<file path="src/rtl/code_verifier_pkg.sv">
// Shared types and default sizing for the code_verifier block.
package code_verifier_pkg;

    localparam int DEFAULT_DIGITS  = 4;
    localparam int DEFAULT_DIGIT_W = 4;

    typedef enum logic [1:0] {
        IDLE,
        COMPARE,
        REPORT,
        HOLD
    } cv_state_t;

endpackage

</file>
<file path="src/rtl/code_verifier_digit_buffer.sv">
// Capture register file for entered digits with a saturating fill counter,
// synchronous clear and an indexed read port.
module digit_buffer
    import code_verifier_pkg::*;
#(
    parameter int DIGITS  = DEFAULT_DIGITS,
    parameter int DIGIT_W = DEFAULT_DIGIT_W,
    parameter int CNT_W   = $clog2(DIGITS + 1),
    parameter int IDX_W   = (DIGITS > 1) ? $clog2(DIGITS) : 1
) (
    input  logic               clk,
    input  logic               rst,
    input  logic               wr_en,
    input  logic [DIGIT_W-1:0] wr_data,
    input  logic               clear,
    input  logic [IDX_W-1:0]   rd_idx,
    output logic [DIGIT_W-1:0] rd_data,
    output logic [CNT_W-1:0]   count
);

    logic [DIGIT_W-1:0] mem [DIGITS];

    // NOTE: the storage array is reset explicitly because a missing digit must
    // read back as a known value, not X, after reset or clear.
    always_ff @(posedge clk or posedge rst) begin
        if (rst) begin
            for (int i = 0; i < DIGITS; i++) mem[i] <= '0;
            count <= '0;
        end else if (clear) begin
            for (int i = 0; i < DIGITS; i++) mem[i] <= '0;
            count <= '0;
        end else if (wr_en && (count < CNT_W'(DIGITS))) begin
            mem[count[IDX_W-1:0]] <= wr_data;
            count                 <= count + CNT_W'(1);
        end
    end

    assign rd_data = mem[rd_idx];

endmodule

</file>
<file path="src/rtl/code_verifier.sv">
// Captures user digits, then compares them one per cycle against KEY.
// Optional macro CODE_VERIFIER_EARLY_EXIT_EN stops the compare at the first mismatch.
module code_verifier
    import code_verifier_pkg::*;
#(
    parameter int                          DIGITS  = DEFAULT_DIGITS,
    parameter int                          DIGIT_W = DEFAULT_DIGIT_W,
    parameter logic [DIGITS*DIGIT_W-1:0]   KEY     = 16'h1234
) (
    input  logic                          clk,
    input  logic                          rst,
    input  logic                          waiting_for_user,
    input  logic                          digit_valid,
    input  logic [DIGIT_W-1:0]            digit_in,
    input  logic                          start_verification,
    output logic                          final_analysis,
    output logic                          match,
    output logic [$clog2(DIGITS+1)-1:0]   mismatch_count,
    output logic [$clog2(DIGITS+1)-1:0]   digits_entered,
    output logic                          busy
);

    localparam int CNT_W = $clog2(DIGITS + 1);
    localparam int IDX_W = (DIGITS > 1) ? $clog2(DIGITS) : 1;

    cv_state_t          state, state_next;
    logic [IDX_W-1:0]   idx;
    logic [DIGIT_W-1:0] rd_data;
    logic [DIGIT_W-1:0] key_digits [DIGITS];
    logic               capture, clear, last_idx, digit_bad;
    logic [CNT_W-1:0]   count_next;

    // Digit 0 of the key sits in the most significant bits.
    for (genvar g = 0; g < DIGITS; g++) begin : g_key
        assign key_digits[g] = KEY[(DIGITS-1-g)*DIGIT_W +: DIGIT_W];
    end

    assign capture = (state == IDLE) && waiting_for_user && digit_valid && !start_verification;
    assign clear   = (state == HOLD) && waiting_for_user && !start_verification;

    digit_buffer #(
        .DIGITS  (DIGITS),
        .DIGIT_W (DIGIT_W),
        .CNT_W   (CNT_W),
        .IDX_W   (IDX_W)
    ) u_buf (
        .clk     (clk),
        .rst     (rst),
        .wr_en   (capture),
        .wr_data (digit_in),
        .clear   (clear),
        .rd_idx  (idx),
        .rd_data (rd_data),
        .count   (digits_entered)
    );

    assign last_idx   = (idx == IDX_W'(DIGITS - 1));
    assign digit_bad  = (CNT_W'(idx) >= digits_entered) || (rd_data != key_digits[idx]);
    assign count_next = mismatch_count + CNT_W'(digit_bad);

    // NOTE: sequential state uses non-blocking assignments so every register
    // samples pre-edge values regardless of statement order.
    always_ff @(posedge clk or posedge rst) begin
        if (rst) state <= IDLE;
        else     state <= state_next;
    end

    // NOTE: state_next gets its default first so no path through the case
    // leaves it unassigned and infers a latch.
    always_comb begin
        state_next = state;
        case (state)
            IDLE:    if (start_verification) state_next = COMPARE;
`ifdef CODE_VERIFIER_EARLY_EXIT_EN
            COMPARE: if (last_idx || digit_bad) state_next = REPORT;
`else
            COMPARE: if (last_idx) state_next = REPORT;
`endif
            REPORT:  state_next = HOLD;
            HOLD:    if (clear) state_next = IDLE;
            default: state_next = IDLE;
        endcase
    end

    always_ff @(posedge clk or posedge rst) begin
        if (rst) begin
            idx            <= '0;
            mismatch_count <= '0;
            match          <= 1'b0;
        end else begin
            case (state)
                IDLE: if (start_verification) begin
                    idx            <= '0;
                    mismatch_count <= '0;
                    match          <= 1'b0;
                end
                COMPARE: begin
                    mismatch_count <= count_next;
                    if (state_next == REPORT) match <= (count_next == '0);
                    else                      idx   <= idx + IDX_W'(1);
                end
                HOLD: if (clear) begin
                    mismatch_count <= '0;
                    match          <= 1'b0;
                end
                default: ;
            endcase
        end
    end

    assign final_analysis = (state == REPORT);
    assign busy           = (state == COMPARE) || (state == REPORT);

endmodule

</file>
<file path="config.mk">
export PLATFORM = sky130hd
export DESIGN_NAME = code_verifier
export DESIGN_NICKNAME = d
export VERILOG_FILES = /design/src/rtl/code_verifier_pkg.sv /design/src/rtl/code_verifier_digit_buffer.sv /design/src/rtl/code_verifier.sv
export SDC_FILE = /design/constraint.sdc
export NUM_CORES = 1
export LEC_CHECK = 0
export BUFFER_PORTS_ARGS = -buffer_cell sky130_fd_sc_hd__buf_2
export CORE_ASPECT_RATIO = 2
export CORE_MARGIN = 2
export CORE_UTILIZATION = 30
export DETAILED_ROUTE_END_ITERATION = 16
export HOLD_SLACK_MARGIN = 0.1
export MAX_ROUTING_LAYER = met4
export PLACE_DENSITY_LB_ADDON = 0.2
export RECOVER_POWER = 50
export SETUP_SLACK_MARGIN = 0.02
export SYNTH_ARGS = -nofsm -noshare
export SYNTH_HDL_FRONTEND = slang
export SYNTH_SLANG_ARGS = --single-unit
</file>
<file path="constraint.sdc">
create_clock -name clk -period 3.41 [get_ports clk]
set_input_delay 0 -clock clk [delete_from_list [all_inputs] [get_ports clk]]
set_output_delay 0 -clock clk [all_outputs]
set_load 0.05 [all_outputs]
</file>
* Yosys cells after proc, flatten, opt, wreduce, memory -nomap -nowiden
Index checks and enable logic that the tools add are counted.
** Word-level totals
- Output and inout bits :: 9
- Word-level logic and storage cells :: 74
- Memories :: 0
- Memory bits (read-only) :: 0
- Bits in writable memories :: 0
- Bits in registers :: 27
- Input bits :: 9
- Bits in latches :: 0
** Cells by class
- Equal/unequal tests :: 10
- Bitwise gates (word level) :: 2
- Mux-type cells :: 27
- Divide/modulo/power cells :: 0
- $lt $le $gt $ge :: 5
- $mul :: 0
- Shift-type cells :: 0
- Reductions and logical operators :: 18
- Add/sub/neg operators :: 3
** Operator list (count)
- 2-to-1 mux 16 bit :: 2
- 2-to-1 mux 4 bit :: 5
- binary-select mux 4 bit (select 2 bit) :: 2
- bitwise mux 16 bit :: 1
- 2-to-1 mux 3 bit :: 4
- 2-to-1 mux 2 bit :: 5
- case mux 3 bit (3 select lines) :: 1
- demux 4 bit (select 2 bit) :: 1
- == test 2 bit (second input constant) :: 4
- inequality test 2 bit (second input constant) :: 4
- case mux 2 bit (4 select lines) :: 1
- logical AND 1 bit :: 7
- >= comparator 3 bit (second input constant) :: 2
- NOT 2 -> 3 bit :: 2
- AND reduction 3 bit :: 2
- inequality test 4 bit :: 1
- case mux 2 bit (2 select lines) :: 1
- AND reduction 4 bit :: 1
- nonzero test 2 bit :: 2
- adder 3 x 1 -> 3 bit :: 1
- adder 3 x 1 -> 3 bit (second input constant) :: 1
- >= comparator 2 x 3 -> 1 bit :: 1
- logical NOT 3 bit :: 1
- < comparator 3 x 1 -> 1 bit (second input constant) :: 1
- other kinds (9) :: 12

* Longest topological paths before layout
Gate-level depths: netlist of run 1.
- Depth after elaboration :: 10
- Depth in mapped cells :: 11
- Gate-level depth less buffers :: 10

* By module
From an unflattened synthesis of run 1, not the netlist that was laid out.
** Second synthesis, totals
- Cell total of the unflattened synthesis :: 168
- Area total of the unflattened synthesis :: 1645.3 um^2
** Modules (own cells, without submodules)
- digit_buffer :: cells each 93, times used 1, sequential area each 475.5 um^2, area an instance 950.9 um^2
- code_verifier :: cells each 75, times used 1, sequential area each 200.2 um^2, area an instance 694.4 um^2

* Least setup slack after synthesis of run 1
Ideal clock, no wire load.
- Path type :: reg2reg
- Start :: reg u_buf.count[0]
- End :: reg match
- Setup slack :: 1095 ps
- Arrival time :: 2249 ps
- Required time :: 3344 ps
- Clock period less this slack :: 2315 ps
- Buffers on the path :: 0
- Setup time :: 66 ps
- Cell stages (with the launch flop) :: 9
- Cell sequence :: dfrtp_1 > ha_1 > nand2b_1 > a21oi_1 > o211ai_1 > ha_1 > ha_1 > nor4_1 > mux2_4
** Between the ends
- Word-level cells in the longest chain between the ends :: 6
** Ends and longest elaborated chain
- from (decl) :: line code_verifier_digit_buffer.sv:18 : output logic [CNT_W-1:0] count
- from (signal assigned) :: line code_verifier_digit_buffer.sv:34 : count <= count + CNT_W'(1);
- >= comparator 2 x 3 -> 1 bit :: line code_verifier.sv:58 : assign digit_bad = (CNT_W'(idx) >= digits_entered) || (rd_data != key_digits[idx]);
- logical OR 1 bit :: line code_verifier.sv:58
- adder 3 x 1 -> 3 bit :: line code_verifier.sv:59 : assign count_next = mismatch_count + CNT_W'(digit_bad);
- logical NOT 3 bit :: line code_verifier.sv:99 : if (state_next == REPORT) match <= (count_next == '0);
- 2-to-1 mux 1 bit :: line code_verifier.sv:99
- case mux 1 bit (3 select lines) :: line code_verifier.sv:91 : case (state)
- to (signal assigned) :: line code_verifier.sv:99
- to (decl) :: line code_verifier.sv:17 : output logic match,
No other way between the ends. The select of a mux whose other input is x is not followed.
A chain may end at the register's enable or synchronous reset.

* Final worst setup path of run 1
- Start :: reg idx[0]
- End :: reg match
** Between the ends
- Word-level cells in the longest chain between the ends :: 10
- Elaborated cells between the ends (all ways) :: 20
- Classes of those cells :: 1 x add/sub; 1 x order compare; 4 x eq/ne; 10 x mux; 1 x bitwise; 3 x reduce/logical
** Ends and longest elaborated chain
- from (decl) :: line code_verifier.sv:27 : logic [IDX_W-1:0] idx;
- from (signal assigned) :: line code_verifier.sv:100 : else idx <= idx + IDX_W'(1);
- NOT 2 -> 3 bit (not written as such) :: line code_verifier_digit_buffer.sv:38, code_verifier.sv:58
- binary-select mux 4 bit (select 2 bit), on equally long branches :: line code_verifier_digit_buffer.sv:38, code_verifier.sv:58
- 2-to-1 mux 4 bit, on equally long branches (2 in series) :: line code_verifier_digit_buffer.sv:38, code_verifier.sv:58
- inequality test 4 bit :: line code_verifier.sv:58
- logical OR 1 bit :: line code_verifier.sv:58
- adder 3 x 1 -> 3 bit :: line code_verifier.sv:59
- logical NOT 3 bit :: line code_verifier.sv:99
- 2-to-1 mux 1 bit :: line code_verifier.sv:99
- case mux 1 bit (3 select lines) :: line code_verifier.sv:91
Parallel ways exist; a longest one is shown, timed or not. The select of a mux whose other input is x is not followed.

==> results of run 1 <==
-- power by group --
group          total [mW]  switching [mW]  internal, mW
logic               0.815           0.496         0.319
clock network       0.183          0.0994        0.0837
registers           0.555           0.118         0.437
total                1.55           0.713         0.841
-- Yosys cell counts (2+ instances only) --
| cell type | number |
|---|---|
| a21oi_1 | 5 |
| a31oi_1 | 3 |
| and2_1 | 5 |
| buf_2 | 3 |
| clkbuf_2 | 4 |
| dfrtp_1 | 27 |
| ha_1 | 14 |
| inv_1 | 11 |
| mux2i_1 | 17 |
| mux4_2 | 2 |
| nand2_1 | 7 |
| nand2b_1 | 2 |
| nand3_1 | 2 |
| nor2_1 | 24 |
| nor2b_1 | 2 |
| o211ai_1 | 2 |
| o21ai_0 | 5 |
| xnor2_1 | 2 |
| xor2_1 | 2 |
-- cell families (layout without fill, tap and decap cells) --
| group | Yosys count | after routing | share of synthesized area |
|---|---|---|---|
| and+or+nand+nor | 50 | 50 | 0.160 |
| DFF | 27 | 27 | 0.410 |
| AOI/OAI and AO/OA | 24 | 24 | 0.111 |
| muxes | 20 | 20 | 0.140 |
| buffers and inverters | 20 | 39 | 0.0509 |
| adders and majority gates | 14 | 14 | 0.106 |
| xor gates and xnor gates | 4 | 4 | 0.0213 |
-- final timing paths --
check,to,slack (ns),cells past startpoint
min reg2reg,u_buf.mem[8],0.53,2
max in group asynchronous,u_buf.count[2],2.29,3
max,match,0.89,8
min in group asynchronous,state[0],0.50,3
min,u_buf.count[0],0.22,5
max reg2reg,match,0.89,8
-- layout by cell type, fill, tap and decap left out, types with 2 or more instances in the layout --
cell / n
dfrtp_1: 27
nor2_1: 24
mux2i_1: 17
ha_1: 14
inv_1: 11
buf_2: 10
clkbuf_1: 8
nand2_1: 7
dlygate4sd3_1: 7
and2_1: 5
a21oi_1: 5
o21ai_0: 5
a31oi_1: 3
clkbuf_8: 3
nor2b_1: 2
nand2b_1: 2
o211ai_1: 2
xor2_1: 2
mux4_2: 2
xnor2_1: 2
nand3_1: 2
-- metal layers --
| layer | up-vias | track usage | wire length, um |
|---|---|---|---|
| met1 | 560 | 0.134 | 1410 |
| met2 | 17 | 0.234 | 1940 |
| met5 | - | - | 0 |
| met4 | 0 | 0.0408 | 46 |
| met3 | 4 | 0.0154 | 76 |
| li1 | 578 | - | - |
-- through the flow --
stage | util | total power, mW | hold slack (ns) | std cells
6_report | 0.348 | 1.55 | 0.222 | 238
5_1_grt | 0.348 | 1.69 | 0.245 | 238
4_1_cts | 0.350 | 1.58 | 0.219 | 238
3_5_place_dp | 0.328 | 1.39 | 0.308 | 227
3_3_place_gp | 0.328 | 1.36 | 0.303 | 227
2_1_floorplan | - | 1.21 | 0.0527 | 159
-- final cells by class --
class                   instances  area share
multi-input cells             112       0.474
flip-flops and latches         27       0.361
repair buffers                 24      0.0783
well taps                      60      0.0401
clock buffers                   4      0.0241
inverters                      11      0.0221
-- worst max-delay path, cell delays in order, from the launching register on --
cell and delay (ns):
dfrtp_1 0.53, mux4_2 0.56, xor2_1 0.15, nor2_1 0.13
o211ai_1 0.11, ha_1 0.20, ha_1 0.28, nor4_1 0.29
mux2_4 0.20
-- flip-flops by register name, summed over array words and instances, names as in the netlist --
name and cells:
match 1, state 2, mismatch_count 3, idx 2
u_buf.mem 16, u_buf.count 3
-- repair_timing --
action,in CTS,in global routing
hold buffers,7,0
buffers inserted,0,0
hold endpoints to repair,46,0
==> out/results.tsv, run 1 <==
metric	value	unit
status	complete, no violations	
Ports	18	
port bufs	17	
Worst-Skew Late Latency	0.27	ns
core area	5370	um^2
Setup violations, final	0	
Synth Instances	159	
Critical Path Source	idx[0]	
post-cts sizing count	0	
Worst Setup Start Kind	flip-flop	
leading area contributor after synthesis	dfrtp_1	
Starting Density	0.306	
cts bufs inserted	3	
CTS tree	built	
Initial DRT Pass Iterations	3	
DRT iter0 DRCs	18	
EDFF count, synth	0	
element type at the critical path end	flip-flop	
VDD IR max	357	uV
Clock Path Buffers	2	
diodes inserted	0	
largest cells by area after synthesis	dfrtp_1, ha_1, mux2i_1	
WL/cell	14.6	um
Hold Violations, Final	0	
DRC	0	
Seq/Total Area, Yosys	0.410	
dpl cell area	1760	um^2
Final ANT Viol Nets	0	
worst hold path type	primary input to flip-flop	
vias in the first global route	1198	
RSZ-0062 raised after global routing	false	
Crit Path Class	flip-flop to flip-flop	
RePlAce Congestion	0.843	
H-tree Lvls	1	
period utilization	0.738	
die area	6130	um^2
DR vias/cell	4.87	
Worst-Margin Slew	1.01	ns
fill count	550	
WL final	3.47	mm
gr ovfl total	0	
initial antenna violation count	0	
Mapped Area	1650	um^2
final worst path period need	2.52	ns
Pwr per Cell Area	831	nW/um^2
pre-CTS setup slack	0.931	ns
die width	56.4	um
Clock Skew	0.00604	ns
post-synthesis to final-layout area growth	13.6	%
syn_nets	182	
min-delay src	waiting_for_user	
R2R Path Start	idx[0]	
Multi-input gate area	887	um^2
GRT Resource Usage Total	0.125	
Root Buffer	clkbuf_8	
largest net degree at the start of global routing	28	
Sink Count	27	
dominant synthesized flop cell	dfrtp_1	
synthesized area per cell	10.4	um^2
top cell type's share of synthesized area	0.410	
Lkg Pwr	0.872	nW
Max Fclk	397	MHz
Std-Cell Rows	38	
max-cap viol count	0	
first-pass GRT wire length	5.73	mm
post-route setup slack	0.894	ns
WP data arrival	2.73	ns
synth warn	0	
Via Count	1159	
HPWL after DPL	2.69	mm
layout cell share with drive strength beyond 1	0.140	
slew margin rel.	0.323	
Seq cells post-synth	27	
register area	676	um^2
CP Max Fanout	8	
Die H	109	um
Setup TNS	0	ns
Nets	202	
Non-Filler Cell Area, Final	1870	um^2
Worst-path clk slew	0.09	ns
CP Data Required Time	3.63	ns
Async S/R FF share, synth	1.00	
Slew Viols, Final	0	
Yosys cell types	39	
Note: power is estimated with default switching activity, not from simulation.
==> run 2, diff against run 1 <==
--- a/config.mk
+++ b/config.mk
@@ -5,6 +5,7 @@
 export SDC_FILE = /design/constraint.sdc
 export NUM_CORES = 1
 export LEC_CHECK = 0
+export ABC_AREA = 1
 export BUFFER_PORTS_ARGS = -buffer_cell sky130_fd_sc_hd__buf_2
 export CORE_ASPECT_RATIO = 2
 export CORE_MARGIN = 2
==> constraint.sdc (replaced) <==
create_clock -name clk -period 2.3 [get_ports clk]
set_input_delay 0 -clock clk [delete_from_list [all_inputs] [get_ports clk]]
set_output_delay 0 -clock clk [all_outputs]
set_load 0.05 [all_outputs]
==> run 2 against run 1 <==
Compared with the run above: sequential power rose by 44%; worst hold slack got worse by 0.085 ns; register-to-register slack worse by 0.74 ns; non-clock buffer count up 9; via count is 16% higher; clock skew rose by 0.0020 ns; clock power rose by 53%; largest cell class unchanged.
==> out/results.tsv, run 2 <==
metric	value	unit	change
WP data arrival	2.37	ns	-0.36 ns
sequential cell fraction of total power	0.300		-0.057
Clock Power Share	0.105		-0.013
Synth Instances	185		+16%
max-cap viol count	0		unchanged
critical-path cell list	inv_4 -> ha_4 -> a21boi_2 -> o21ai_1 -> o31ai_1 -> nor2_1 -> nand3_1 -> ha_2 -> ha_4 -> nor4_4 -> nand3_1 -> nand2_1		
Seq cells post-synth	27		unchanged
port bufs	17		unchanged
cts bufs inserted	3		unchanged
Ports	18		unchanged
most frequent cells in the layout	nand2_1, dfrtp_1, inv_1, nand3_1, buf_2		
Mapped Area	1590	um^2	-3.2%
DRT iter0 DRCs	29		+11
CTS tree	built		
Initial DRT Pass Iterations	4		+1
utilization after layout	0.385		+0.0368
H-tree Lvls	1		unchanged
Non-Filler Cell Area, Final	1980	um^2	+5.8%
diodes inserted	0		unchanged
vias in the first global route	1368		+14%
Hold Violations, Final	0		unchanged
Via Count	1343		+16%
max reg flops	16		unchanged
Worst-path clk slew	0.10	ns	about the same
Switching Share	0.478		+0.0191
core area	5140	um^2	-4.4%
Pint	1.40	mW	+66%
Multi-input gate area	857	um^2	-3.4%
Starting Density	0.310		+0.00373
die width	55.5	um	-1.5%
initial antenna violation count	0		unchanged
register area	678	um^2	+0.37%
Nets	243		+20%
WL/cell	13.8	um	-5.1%
switching power total	1.28	mW	+79%
syn_nets	208		+14%
CP Data Required Time	2.52	ns	-1.11 ns
DR vias/cell	4.85		-0.44%
period utilization	0.932		+0.194
DRC	0		unchanged
synth warn	0		unchanged
Worst Setup Start Kind	flip-flop		
Top Registers	u_buf.mem: 16 flops, mismatch_count: 3 flops, u_buf.count: 3 flops		
leading area contributor after synthesis	dfrtp_1		
crit path max-delay cell type	dfrtp_2		
Die H	107	um	-1.5%
layout cell share with drive strength beyond 1	0.251		+0.111
Async S/R FF share, synth	1.00		unchanged
post-synthesis to final-layout area growth	24.1	%	
Clock Path Buffers	2		unchanged
Placed Cells	264		+16%
Pwr per Cell Area	1350	nW/um^2	+63%
Buffers & Inverters on Critical Path	1		+1
GRT Resource Usage Total	0.144		+0.0192
Sink Count	27		unchanged
die area	5950	um^2	-3.0%
WL final	3.84	mm	+10%
Worst-Margin Slew	0.690	ns	-0.323 ns
Post-Layout Cell Count	277		+16%
Final ANT Viol Nets	0		unchanged
pre-CTS setup slack	0.0415	ns	-0.889 ns
status	complete, no violations		
VDD IR max	931	uV	+160%
post-route setup slack	0.157	ns	-0.737 ns
Slew Viols, Final	0		unchanged
count leader, synth	nand2_1		
gr ovfl total	0		unchanged
CP peak stage delay	0.43	ns	-0.13 ns
top post-synthesis cells by count	nand2_1, dfrtp_1, inv_1, nand3_1, ha_1		
Setup violations, final	0		unchanged
EDFF count, synth	0		unchanged
slew margin rel.	0.540		+0.216
Lkg Pwr	1.01	nW	+16%
Biggest register	u_buf.mem		
Max Fclk	467	MHz	+17%
most common cell after layout, fill and taps aside	nand2_1		
critical path's top delay family	adder cells		
part of the power in combinational logic	0.596		+0.071
Total Power	2.67	mW	+72%
first-pass GRT wire length	6.51	mm	+14%
Seq/Total Area, Yosys	0.424		+0.0135
Yosys cell types	30		-23%
worst hold slack	0.137	ns	-0.0851 ns
Root Buffer	clkbuf_8		
final worst path period need	2.14	ns	-0.373 ns
CP Max Fanout	2		-6
top cell type's share of synthesized area	0.424		+0.0135
synthesized area per cell	8.62	um^2	-17%
largest cells by area after synthesis	dfrtp_1, ha_1, nand2_1		
Std-Cell Rows	37		-2.6%
HPWL after DPL	3.03	mm	+13%
RePlAce Congestion	0.794		-5.9%
dominant synthesized flop cell	dfrtp_1		
Clock Skew	0.00805	ns	+0.00201 ns
Setup TNS	0	ns	unchanged
Worst-Skew Late Latency	0.28	ns	about the same
dpl cell area	1790	um^2	+1.2%
worst hold path type	primary input to flip-flop		
largest net degree at the start of global routing	20		-29%
Crit Path Class	flip-flop to flip-flop		
fill count	539		-2.0%
element type at the critical path end	flip-flop		
-- run 2: changes by cell type in the layout (fill, tap and decap cells not counted), moves of 6 or more --
cell and delta:
buf_4 +6, inv_1 +11, mux2i_1 -17, nand2_1 +23, nand2_2 +7, nand3_1 +20
nor2_1 -20, o21ai_1 +12, o22ai_1 +6
-- run 2: power groups by stage --
stage	Sequential, mW	Clock, mW	Combinational, mW
final	0.801	0.280	1.59
after global routing	0.826	0.308	1.79
after floorplan	0.942	0	0.974
after CTS	0.787	0.291	1.50
after detailed placement	0.798	0	1.46
after global placement	0.792	0	1.46
-- run 2: path summary, 6_finish.rpt --
check	from	endpoint	slack (ns)	cells after the start
worst min-delay path	waiting_for_user	u_buf.count[2]	0.14	4
worst min register to register	match	match	0.50	2
max in group asynchronous	rst	u_buf.count[1]	1.11	4
worst max register to register	u_buf.count[1]	match	0.16	12
worst max-delay path	u_buf.count[1]	match	0.16	12
min in group asynchronous	rst	mismatch_count[1]	0.22	3
-- run 2: cells by family after synthesis --
group	after synthesis	share of synthesized area
adders and majority gates	14	0.110
and+or+nand+nor	78	0.252
xor gates and xnor gates	3	0.0165
buffers and inverters	30	0.0801
AOI/OAI and AO/OA	33	0.118
DFF	27	0.424
-- run 2: per-layer routing --
| layer | vias to the layer above | global-route usage | routed length [um] |
|---|---|---|---|
| li1 | 683 | - | - |
| met1 | 630 | 0.141 | 1370 |
| met2 | 21 | 0.279 | 2270 |
| met3 | 9 | 0.0133 | 73 |
| met4 | 0 | 0.0645 | 122 |
| met5 | - | - | 0 |
-- run 2: timing repair --
item / 4_1_cts / 5_1_grt
endpoints found under the hold margin: 43 / 0
gates resized for setup: 1 / 10
buffers inserted: 0 / 1
hold buffers: 8 / 0
pin swaps: 0 / 8
endpoints found under the setup margin: 1 / 2
-- run 2: area by class of cell --
type | count | area share
Inverter | 27 | 0.0550
Clock inverter | 1 | 0.00380
Timing Repair Buffer | 33 | 0.108
Sequential cell | 27 | 0.343
Multi-Input combinational cell | 128 | 0.433
Clock buffer | 3 | 0.0209
Tap cell | 58 | 0.0367
-- run 2: worst register-to-register path, cell delays in order, from the launching register on --
cell	delay (ns)
dfrtp_2	0.43
inv_4	0.06
ha_4	0.18
a21boi_2	0.14
o21ai_1	0.13
o31ai_1	0.08
nor2_1	0.12
nand3_1	0.10
ha_2	0.20
ha_4	0.25
nor4_4	0.24
nand3_1	0.10
nand2_1	0.07
==> run 3, diff against run 2 <==
--- a/config.mk
+++ b/config.mk
@@ -13,7 +13,7 @@
 export DETAILED_ROUTE_END_ITERATION = 16
 export HOLD_SLACK_MARGIN = 0.1
 export MAX_ROUTING_LAYER = met4
-export PLACE_DENSITY_LB_ADDON = 0.2
+export PLACE_DENSITY = 0.44
 export RECOVER_POWER = 50
 export SETUP_SLACK_MARGIN = 0.02
 export SYNTH_ARGS = -nofsm -noshare
==> constraint.sdc (replaced) <==
create_clock -name clk -period 1.9 [get_ports clk]
set_input_delay 0 -clock clk [delete_from_list [all_inputs] [get_ports clk]]
set_output_delay 0 -clock clk [all_outputs]
set_load 0.05 [all_outputs]
==> run 3 against run 2 <==
Compared with the run above: the flow now finishes with violations (negative setup slack); worst setup slack worse by 0.43 ns; worst hold slack improved by 0.31 ns; first-iteration DRC count decreased by 28%; sequential power increased by 20%; total power increased by 22%; critical path type unchanged; largest power group unchanged.
==> out/results.tsv, run 3 (same netlist as run 2, synthesis figures left out) <==
metric	value	unit	change
Initial DRT Pass Iterations	6		+2
Worst-path clk slew	0.10	ns	about the same
status	finished, violations left		
Total Power	3.25	mW	+22%
DRT iter0 DRCs	21		-28%
vias in the first global route	1433		+4.8%
Top Registers	u_buf.mem: 16 flops, mismatch_count: 3 flops, u_buf.count: 3 flops		
period utilization	1.15		+0.214
max-cap viol count	0		unchanged
RSZ-0062 raised after global routing	true		
GRT Resource Usage Total	0.149		+0.00480
most common cell after layout, fill and taps aside	nand2_1		
gr ovfl total	0		unchanged
Setup TNS	-0.430	ns	-0.430 ns
post-route setup slack	-0.277	ns	-0.434 ns
post-synthesis to final-layout area growth	24.5	%	
CTS tree	built		
VDD IR max	972	uV	+4.4%
RePlAce Congestion	0.861		+8.5%
die width	55.5	um	unchanged
worst hold path type	primary input to asynchronous set/reset pin		
Root Buffer	clkbuf_8		
Crit Path Class	flip-flop to flip-flop		
final worst path period need	2.18	ns	+0.0340 ns
Non-Filler Cell Area, Final	1980	um^2	+0.32%
slew margin rel.	0.525		-0.0147
critical-path cell list	inv_2 -> ha_4 -> a21boi_1 -> o21ai_1 -> o31ai_1 -> nor2_1 -> nand3_1 -> ha_2 -> ha_4 -> xor2_1 -> nor4_2 -> nand3_1 -> nand2_1		
Die H	107	um	unchanged
HPWL after DPL	3.05	mm	+0.67%
Std-Cell Rows	37		unchanged
Clock Skew	0.00339	ns	-0.00466 ns
Lkg Pwr	1.04	nW	+2.6%
crit path max-delay cell type	dfrtp_2		
layout cell share with drive strength beyond 1	0.271		+0.0204
most frequent cells in the layout	nand2_1, dfrtp_1, inv_1		
WP data arrival	2.40	ns	+0.03 ns
Final ANT Viol Nets	0		unchanged
cts bufs inserted	3		unchanged
Ports	18		unchanged
Worst-Margin Slew	0.712	ns	+0.0221 ns
CP Max Fanout	2		unchanged
CP peak stage delay	0.42	ns	about the same
dpl cell area	1820	um^2	+1.8%
WL final	3.97	mm	+3.5%
Max Fclk	459	MHz	-1.6%
largest net degree at the start of global routing	28		+40%
core area	5140	um^2	unchanged
worst r2r path cells	13		+1
Via Count	1344		+0.074%
DR vias/cell	4.82		-0.64%
first-pass GRT wire length	6.76	mm	+3.8%
Nets	245		+0.82%
Slew Viols, Final	0		unchanged
die area	5950	um^2	unchanged
Placed Cells	266		+0.76%
max reg flops	16		unchanged
Worst Setup Start Kind	flip-flop		
worst hold slack	0.445	ns	+0.308 ns
Setup violations, final	3		+3
initial antenna violation count	0		unchanged
Starting Density	0.310		unchanged
diodes inserted	0		unchanged
port bufs	17		unchanged
Hold Violations, Final	0		unchanged
element type at the critical path end	flip-flop		
DRC	0		unchanged
WL/cell	14.2	um	+2.8%
H-tree Lvls	1		unchanged
Biggest register	u_buf.mem		
CP Data Required Time	2.13	ns	-0.39 ns
Post-Layout Cell Count	279		+0.72%
violated checks	negative setup slack		
Sink Count	27		unchanged
Clock Path Buffers	2		unchanged
Worst-Skew Late Latency	0.28	ns	about the same
Pwr per Cell Area	1640	nW/um^2	+21%
[run 3: stage by stage]
step | worst slack [ns] | utilization
floorplan | -0.240 | -
global placement | -0.187 | 0.354
detailed placement | -0.230 | 0.354
CTS | -0.255 | 0.385
global route | -0.445 | 0.386
finish | -0.277 | 0.386
[run 3: layout make-up]
cell class / instances / area, um^2
clock buffer: 3 / 41.3
multi-input combinational: 128 / 842
tap: 58 / 72.6
fill: 536 / 3150
timing repair buffer: 35 / 239
inverter: 27 / 106
clock inverter: 1 / 5.00
sequential: 27 / 678
[run 3: worst max-delay path, delay by kind of cell, from the launching register on]
| family | cells | cell delay [ns] |
|---|---|---|
| buffers and inverters | 1 | 0.08 |
| xor gates and xnor gates | 1 | 0.16 |
| adders and majority gates | 3 | 0.53 |
| DFF | 1 | 0.42 |
| and+or+nand+nor | 5 | 0.62 |
| AOI/OAI and AO/OA | 3 | 0.33 |
[run 3: report_power, final]
part	switching [mW]	internal [mW]
logic	1.21	0.740
registers	0.152	0.812
clock network	0.190	0.147
[run 3: final timing paths]
| check | slack (ns) | endpoint | start |
|---|---|---|---|
| max reg2reg | -0.28 | match | u_buf.count[1] |
| min | 0.45 | mismatch_count[1] | rst |
| min reg2reg | 0.50 | match | match |
| max in group asynchronous | 0.95 | u_buf.count[0] | rst |
| min in group clk | 0.50 | match | match |
| max | -0.28 | match | u_buf.count[1] |
[run 3: routing by layer]
layer | vias up | global-route usage | share of wire
li1 | 685 | - | -
met1 | 634 | 0.152 | 0.39
met2 | 15 | 0.276 | 0.56
met3 | 10 | 0.0157 | 0.016
met4 | 0 | 0.0749 | 0.033
met5 | - | - | 0
[run 3: repair_timing]
action | CTS | global route
pin swaps | 2 | 0
hold buffers | 8 | 0
setup buffers | 1 | 0
hold endpoints to repair | 45 | 0
cloned | 0 | 0
resized for setup | 3 | 3
endpoints found under the setup margin | 3 | 6
